## src/rtl/inventory_tracker.sv

```systemverilog
// Signed Q32.32 inventory tracker: fill handshake, clamp, inhibit flags.
// Optional fill/saturation counters are enabled with INVENTORY_STATS_EN.
module inventory_tracker #(
    parameter int INV_LIMIT_LOTS = 1000,
    parameter int INHIBIT_LOTS   = 900
) (
    input  logic        i_clk,
    input  logic        i_rst_n,
    input  logic        i_fill_valid,
    output logic        o_fill_ready,
    input  logic        i_fill_side,
    input  logic [63:0] i_fill_qty,
    input  logic        i_flatten,
    output logic [63:0] o_inventory_state,
    output logic        o_inv_valid,
    output logic        o_sat,
    output logic        o_fill_err,
    output logic        o_buy_inhibit,
    output logic        o_sell_inhibit
`ifdef INVENTORY_STATS_EN
    ,
    output logic [31:0] o_buy_fills,
    output logic [31:0] o_sell_fills,
    output logic [15:0] o_sat_count
`endif
);

    typedef enum logic [1:0] {
        S_IDLE,
        S_UPDATE,
        S_PUBLISH
    } state_t;

    localparam logic signed [63:0] C_LIM =
        {32'(INV_LIMIT_LOTS), 32'd0};
    localparam logic signed [63:0] C_INH =
        {32'(INHIBIT_LOTS), 32'd0};
    localparam logic signed [64:0] C_LIM_X = {1'b0, C_LIM};

    state_t             r_state;
    state_t             w_state_next;
    logic signed [63:0] r_inv;
    logic               r_side;
    logic [63:0]        r_qty;
    logic               r_inv_valid;
    logic               r_sat;
    logic               r_fill_err;

    logic               w_ready;
    logic               w_accept;
    logic               w_flat;
    logic               w_qty_bad;
    logic signed [64:0] w_inv_x;
    logic signed [64:0] w_qty_x;
    logic signed [64:0] w_sum;
    logic signed [63:0] w_clamped;
    logic               w_clamp;

    assign w_qty_bad = i_fill_qty[63] | (i_fill_qty == 64'd0);

    always_ff @(posedge i_clk or negedge i_rst_n) begin
        if (!i_rst_n) r_state <= S_IDLE;
        else          r_state <= w_state_next;
    end

    // Flatten outranks a fill offered in the same cycle.
    always_comb begin
        w_state_next = r_state;
        w_ready      = 1'b0;
        w_accept     = 1'b0;
        w_flat       = 1'b0;
        unique case (r_state)
            S_IDLE: begin
                w_ready = i_rst_n & ~i_flatten;
                if (i_flatten) begin
                    w_flat       = 1'b1;
                    w_state_next = S_PUBLISH;
                end else if (i_fill_valid) begin
                    w_accept = 1'b1;
                    if (!w_qty_bad) w_state_next = S_UPDATE;
                end
            end
            S_UPDATE:  w_state_next = S_PUBLISH;
            S_PUBLISH: w_state_next = S_IDLE;
            default:   w_state_next = S_IDLE;
        endcase
    end

    assign w_inv_x = {r_inv[63], r_inv};
    assign w_qty_x = {1'b0, r_qty};
    assign w_sum   = r_side ? (w_inv_x - w_qty_x)
                            : (w_inv_x + w_qty_x);

    always_comb begin
        w_clamped = w_sum[63:0];
        w_clamp   = 1'b0;
        if (w_sum > C_LIM_X) begin
            w_clamped = C_LIM;
            w_clamp   = 1'b1;
        end else if (w_sum < -C_LIM_X) begin
            w_clamped = -C_LIM;
            w_clamp   = 1'b1;
        end
    end

    always_ff @(posedge i_clk or negedge i_rst_n) begin
        if (!i_rst_n) begin
            r_inv       <= '0;
            r_side      <= 1'b0;
            r_qty       <= '0;
            r_inv_valid <= 1'b0;
            r_sat       <= 1'b0;
            r_fill_err  <= 1'b0;
        end else begin
            r_inv_valid <= 1'b0;
            r_sat       <= 1'b0;
            r_fill_err  <= 1'b0;
            if (w_flat) begin
                r_inv       <= '0;
                r_inv_valid <= 1'b1;
            end
            if (w_accept) begin
                if (w_qty_bad) begin
                    r_fill_err <= 1'b1;
                end else begin
                    r_side <= i_fill_side;
                    r_qty  <= i_fill_qty;
                end
            end
            if (r_state == S_UPDATE) begin
                r_inv       <= w_clamped;
                r_inv_valid <= 1'b1;
                r_sat       <= w_clamp;
            end
        end
    end

`ifdef INVENTORY_STATS_EN
    logic [31:0] r_buy_fills;
    logic [31:0] r_sell_fills;
    logic [15:0] r_sat_count;

    always_ff @(posedge i_clk or negedge i_rst_n) begin
        if (!i_rst_n) begin
            r_buy_fills  <= '0;
            r_sell_fills <= '0;
            r_sat_count  <= '0;
        end else if (r_state == S_UPDATE) begin
            if (r_side) r_sell_fills <= r_sell_fills + 32'd1;
            else        r_buy_fills  <= r_buy_fills + 32'd1;
            if (w_clamp) r_sat_count <= r_sat_count + 16'd1;
        end
    end

    assign o_buy_fills  = r_buy_fills;
    assign o_sell_fills = r_sell_fills;
    assign o_sat_count  = r_sat_count;
`endif

    assign o_fill_ready      = w_ready;
    assign o_inventory_state = r_inv;
    assign o_inv_valid       = r_inv_valid;
    assign o_sat             = r_sat;
    assign o_fill_err        = r_fill_err;
    assign o_buy_inhibit     = (r_inv >= C_INH);
    assign o_sell_inhibit    = (r_inv <= -C_INH);

endmodule

```

## config.mk

```make
export PLATFORM = sky130hd
export DESIGN_NAME = inventory_tracker
export DESIGN_NICKNAME = d
export VERILOG_FILES = /design/src/rtl/inventory_tracker.sv
export SDC_FILE = /design/constraint.sdc
export NUM_CORES = 1
export LEC_CHECK = 0
export CAP_MARGIN = 20
export CORE_ASPECT_RATIO = 1.5
export CORE_MARGIN = 2
export CORE_UTILIZATION = 45
export CTS_CLUSTER_DIAMETER = 40
export DETAILED_ROUTE_END_ITERATION = 8
export PLACE_DENSITY_LB_ADDON = 0.15
export RECOVER_POWER = 50
export SKIP_CTS_REPAIR_TIMING = 1
export SLEW_MARGIN = 20
export SYNTH_ARGS = -nofsm -noshare
export SYNTH_HDL_FRONTEND = slang
export SYNTH_SLANG_ARGS = --single-unit
```

## constraint.sdc

```tcl
create_clock -name i_clk -period 6.7 [get_ports i_clk]
set_clock_uncertainty 0.15 [all_clocks]
set_input_delay 0.67 -clock i_clk [delete_from_list [all_inputs] [get_ports i_clk]]
set_output_delay 0.67 -clock i_clk [all_outputs]
set_load 0.02 [all_outputs]
```

==> impl_metrics.json, run 1 <==
{
  "hold_viol": 0,
  "slew_headroom_pct": -194,
  "yosys_warnings": 0,
  "violations": "capacitance limit, slew limit",
  "asyncSetResetFlopFracSynth_pct": 100,
  "drcViolationCount": 0,
  "synthSimpleGateAreaFrac_pct": 25.6,
  "layout.nets": 1893,
  "wl_per_cell_um": 24.5,
  "p_per_area_mw_per_mm2": 352,
  "synthMuxAreaShare_pct": 5.22,
  "synthXorXnorAreaFrac_pct": 6.50,
  "holdWs_ns": 0.419,
  "cp-end-kind": "register",
  "worst-path-max-fanout": 8,
  "hpwl_um": 42100,
  "die_w_um": 139,
  "synth_top_area_cell": "dfrtp_1",
  "ys.flop_type": "dfrtp_1",
  "cts_max_level": 4,
  "synthesis.area_mm2": 0.0124,
  "crit_path_start_kind": "register",
  "die_h_um": 207,
  "fillers": 2546,
  "synth_fa_ha_area_share_pct": 6.73,
  "avgSynthCellArea_um2": 7.98,
  "track_usage_pct": 34.7,
  "setup_violations": 0,
  "synth_top_family_by_area": "simple AND/OR/NAND/NOR gates",
  "crit_arrival_ns": 6.81,
  "antenna_found_initial": 0,
  "drive_gt1_share_pct": 19.3,
  "ioPinCount": 139,
  "path_class": "register to register",
  "dpl_cell_area_mm2": 0.0148,
  "num_rows": 74,
  "area_delta_synth_final_pct": 28.4,
  "cts-root-buf": "clkbuf_16",
  "drtIter0Drc": 745,
  "n_antenna_cell": 0,
  "synth-seq-cells": 134,
  "via_per_inst": 6.37,
  "ys_types": 92,
  "grt_pass1_wl_um": 77600,
  "coreArea_mm2": 0.0271,
  "cts.clk_slew.worst_paths_ns": 0.07,
  "globalplace.congestion": 0.995,
  "ant_nets": 0,
  "rrSetupSlack_ns": 0.10,
  "synth_top_area_share_pct": 27.1,
  "start_util_pct": 45.7,
  "min_path_type": "register to register",
  "maxCapViolCount": 2,
  "wl_um": 51900,
  "die-area_mm2": 0.0289,
  "synthTopCellsByArea": "dfrtp_1 27%, ha_1 6.6%, nand2_1 6.1%",
  "ir_worst_vdd_mv": 0.265,
  "worst_pin_slew_ns": 4.41,
  "final_area_mm2": 0.0159,
  "period_needed_ns": 6.60,
  "synthCells": 1553,
  "grt_pass1_vias": 13581,
  "p_leak_nw": 6.63,
  "cts_tree": "done",
  "numCtsBuffers": 17,
  "cts_sinks": 134,
  "drt_first_pass_iters": 5,
  "required_ns": 6.91,
  "clkLatencyLatePin_ns": 0.44,
  "max_freq_mhz": 152,
  "syn-num-nets": 1688,
  "grt_max_degree": 79,
  "status": "complete, but fails checks",
  "clockBufferDepth": 2,
  "vias": 13467,
  "grt_setup_unrepaired": "yes",
  "port_buffers": 138,
  "synth_compound_area_share_pct": 25.1,
  "yosysSeqAreaShare_pct": 27.1,
  "final_max_slew_viol_count": 104,
  "min_period_over_period_pct": 98.5,
  "synth-edff-count": 0,
  "gr-total-overflow": 0
}
final cells by class:
type	count	area, µm²	share of cell area [%]
flip-flops and latches	134	3350	21.1
repair buffers	262	2340	14.7
well taps	342	428	2.69
clock buffers	17	425	2.68
inverters	39	146	0.921
clock inverters	15	156	0.983
multi-input cells	1304	9050	56.9
cells by family (layout without fill, tap and decap cells):
group / after synthesis / after routing
buffers and inverters: 115 / 333
and+or+nand+nor: 625 / 625
xor gates and xnor gates: 92 / 92
DFF: 134 / 134
muxes: 58 / 58
AOI/OAI and AO/OA: 463 / 463
adders and majority gates: 66 / 66
where the power goes:
group          internal (mW)  total [mW]  switching, mW
Sequential             0.934        1.15          0.217
Clock                  0.497       0.940          0.443
Combinational           1.37        3.50           2.13
sequential cells by signal, summed over array words and instances, names as in the netlist:
register and cells:
r_side 1, o_inventory_state 64, r_qty 64, o_sat 1
o_fill_err 1, r_state 2, o_inv_valid 1
synthesized netlist by cell type (all sizes together) (14+ instances only):
| master | number |
|---|---|
| mux2 | 53 |
| ha | 65 |
| a31oi | 16 |
| a21o | 23 |
| a21oi | 137 |
| nand2b | 14 |
| dfrtp | 134 |
| inv | 39 |
| and2 | 19 |
| or3 | 14 |
| a211oi | 16 |
| nor2 | 119 |
| o21ai | 107 |
| nand2 | 201 |
| nor3 | 45 |
| buf | 22 |
| o211ai | 22 |
| nand4 | 52 |
| or2 | 14 |
| nor4 | 64 |
| xnor2 | 81 |
| clkbuf | 54 |
| nand3 | 29 |
per-layer routing:
layer	wire length (µm)	up-vias	global-route usage, %
met5	0	-	0
met4	4370	0	25.1
met3	2100	205	4.34
met2	27500	525	65.1
met1	17900	6482	34.7
li1	-	6255	-
final timing paths:
path,startpoint,cells past startpoint,endpoint
max,r_qty[15],25,o_inventory_state[13]
min,o_inventory_state[15],2,o_inventory_state[15]
max reg2reg,r_qty[15],25,o_inventory_state[13]
min reg2reg,o_inventory_state[15],2,o_inventory_state[15]
max in group asynchronous,i_rst_n,2,r_side
min in group asynchronous,i_rst_n,1,o_inventory_state[55]
placed cells by master (no fill, tap or decap), types with 18 or more instances in the layout:
master,n
a21oi_2,18
a21o_1,23
nand2_1,194
nand4_1,52
nand3_1,29
nor4_1,53
dfrtp_1,133
buf_4,120
dlygate4sd3_1,18
xnor2_1,75
nor3_1,41
o21ai_0,64
ha_1,60
a21oi_1,119
o21ai_1,27
o211ai_1,21
inv_1,38
nor2_1,112
mux2_2,53
clkbuf_16,18
clkdlybuf4s50_1,119
through the flow:
step | utilization (%) | setup slack (ns) | total power, mW | setup TNS [ns] | instances
after CTS | 56.5 | -0.437 | 5.34 | -17.07 | 2103
final | 58.6 | 0.102 | 5.59 | 0 | 2113
after detailed placement | 54.4 | -0.397 | 4.39 | -15.38 | 2071
after floorplan | - | 0.201 | 3.10 | 0 | 1553
after global placement | 54.4 | -0.346 | 4.38 | -14.17 | 2071
after global routing | 58.6 | -0.142 | 5.87 | -4.01 | 2113
worst max-delay path, stage by stage, from the launching register on:
cell and delay [ns]:
dfrtp_1 0.40, or4_1 0.62, nor4_4 0.20, buf_4 0.17, nand4_1 0.07, buf_4 0.18, nor4_4 0.25, and3_4 0.27
nor2_1 0.06, xnor2_1 0.15, ha_1 0.41, a21oi_1 0.36, o21ai_0 0.27, a21oi_2 0.33, buf_4 0.17, buf_4 0.12
o21a_1 0.11, mux2_2 0.13, o41a_1 0.22, and3_1 0.18, nor4bb_1 0.30, nand4_1 0.33, nor4b_4 0.43, a32oi_4 0.27
clkbuf_16 0.24, o21ai_1 0.11
Power figures use the tool's default switching activity.
==> run 2, diff against run 1 <==
SKIP_CTS_REPAIR_TIMING = default   (was 1)
==> impl_metrics.json, run 2 (synthesized netlist as in run 1, its figures left out) <==
{
  "die-area_mm2": 0.0289,
  "cp-end-kind": "register",
  "maxCapViolCount": 3,
  "p_per_area_mw_per_mm2": 351,
  "port_buffers": 138,
  "dpl_cell_area_mm2": 0.0148,
  "track_usage_pct": 34.8,
  "fin_cells": 2121,
  "max_freq_mhz": 153,
  "path_delay_family": "simple AND/OR/NAND/NOR gates",
  "regArea_mm2": 0.00335,
  "path_class": "register to register",
  "critPathSlowestCell": "or4_4",
  "grt_pass1_vias": 13653,
  "min_period_over_period_pct": 97.6,
  "p_leak_nw": 6.69,
  "max_stage_delay_ns": 0.57,
  "grt_pass1_wl_um": 77800,
  "drtIter0Drc": 824,
  "clockBufferDepth": 2,
  "layout.nets": 1901,
  "violations": "capacitance limit, slew limit",
  "drcViolationCount": 0,
  "grt_setup_unrepaired": "yes",
  "required_ns": 6.91,
  "coreArea_mm2": 0.0271,
  "vias": 13622,
  "final_area_mm2": 0.0160,
  "die_w_um": 139,
  "min_path_type": "register to register",
  "start_util_pct": 45.7,
  "status": "complete, but fails checks",
  "drive_gt1_share_pct": 19.5,
  "setup_violations": 0,
  "n_antenna_cell": 0,
  "cts.clk_slew.worst_paths_ns": 0.06,
  "cts_max_level": 4,
  "grt_max_degree": 79,
  "drt_first_pass_iters": 8,
  "area_delta_synth_final_pct": 29.1,
  "multi_input_area_mm2": 0.00909,
  "slew_headroom_pct": -193,
  "crit_arrival_ns": 6.75,
  "ant_nets": 0,
  "wl_um": 51800,
  "cts-root-buf": "clkbuf_16",
  "period_needed_ns": 6.54,
  "ioPinCount": 139,
  "via_per_inst": 6.42,
  "final_max_slew_viol_count": 146,
  "numCtsBuffers": 17,
  "worst_pin_slew_ns": 4.40,
  "gr-total-overflow": 0,
  "clkLatencyLatePin_ns": 0.44,
  "layout_common_cells": "194 x nand2_1, 133 x dfrtp_1, 126 x buf_4",
  "antenna_found_initial": 0,
  "cp_num_buf_inv": 3,
  "rrSetupSlack_ns": 0.16,
  "cts_sinks": 134,
  "die_h_um": 207,
  "dp_cells": 2071,
  "globalplace.congestion": 0.995,
  "crit_path_start_kind": "register",
  "hold_viol": 0,
  "cts_tree": "done",
  "hpwl_um": 42100,
  "num_rows": 74,
  "final_common_cell": "nand2_1",
  "ir_worst_vdd_mv": 0.268,
  "worst-path-max-fanout": 8,
  "wl_per_cell_um": 24.4,
  "fillers": 2545
}
run 2: cell count changes in the layout (fill, tap and decap cells not counted), sizes merged:
cell | previous run | this run
clkdlybuf4s50 | 119 | 106
dlygate4sd3 | 18 | 31
clkbuf | 20 | 21
buf | 122 | 129
run 2: metrics by stage:
stage | power (mW) | utilization (%) | hold WS, ns | TNS [ns] | setup WS, ns
finish | 5.62 | 59.0 | 0.420 | 0 | 0.160
global route | 5.91 | 59.0 | 0.446 | -1.10 | -0.0653
CTS | 5.37 | 57.0 | 0.120 | 0 | 0.00781
detailed placement | 4.39 | 54.4 | 0.398 | -15.38 | -0.397
global placement | 4.38 | 54.4 | 0.383 | -14.17 | -0.346
floorplan | 3.10 | - | 0.224 | 0 | 0.201
run 2: cell type report:
| cell class | count | area share (%) |
|---|---|---|
| clock inverters | 15 | 0.978 |
| clock buffers | 17 | 2.66 |
| inverters | 39 | 0.915 |
| multi-input cells | 1304 | 56.8 |
| well taps | 342 | 2.68 |
| flip-flops and latches | 134 | 21.0 |
| repair buffers | 270 | 15.0 |
run 2: where the power goes:
| group | switching [mW] | total [mW] | internal, mW |
|---|---|---|---|
| clock network | 0.444 | 0.940 | 0.497 |
| logic | 2.12 | 3.53 | 1.41 |
| registers | 0.221 | 1.15 | 0.934 |
| total | 2.78 | 5.62 | 2.84 |
run 2: timing repair:
action	4_1_cts	5_1_grt
gates resized for setup	18	93
pin swaps	9	26
cloned	0	1
hold buffers	0	0
endpoints found under the hold margin	0	0
endpoints found under the setup margin	43	43
setup buffers	4	13
run 2: layer usage:
metal | vias to the layer above | global-route usage [%] | wire (µm)
met2 | 576 | 65.1 | 27300
met1 | 6553 | 34.7 | 17700
li1 | 6268 | - | -
met3 | 225 | 4.38 | 2210
met4 | 0 | 25.4 | 4570
met5 | - | 0 | 0
run 2: path summary, 6_finish.rpt:
path                       cells past startpoint                 start               endpoint
max                                           27              r_qty[6]  o_inventory_state[12]
min                                            2  o_inventory_state[2]   o_inventory_state[2]
max reg2reg                                   27              r_qty[6]  o_inventory_state[12]
min reg2reg                                    2  o_inventory_state[2]   o_inventory_state[2]
max in group asynchronous                      2               i_rst_n                 r_side
min in group asynchronous                      1               i_rst_n  o_inventory_state[55]
run 2: worst register-to-register path, stage by stage, from the launching register on:
cell       delay (ns)
dfrtp_1          0.39
or4_4            0.57
nor4_4           0.16
and3b_1          0.23
and3_4           0.23
nor2b_4          0.16
nand2_2          0.08
nor2_4           0.11
and2_4           0.19
nand2_8          0.08
nor4_4           0.17
buf_4            0.18
a21oi_1          0.10
xnor2_2          0.26
ha_1             0.33
buf_4            0.18
and4_1           0.24
a21oi_1          0.20
o31ai_1          0.11
a22o_1           0.25
a211oi_2         0.28
nand3_1          0.12
nor4_1           0.29
nand4_1          0.33
nor4b_4          0.44
a32oi_4          0.27
clkbuf_16        0.25
o21ai_2          0.12
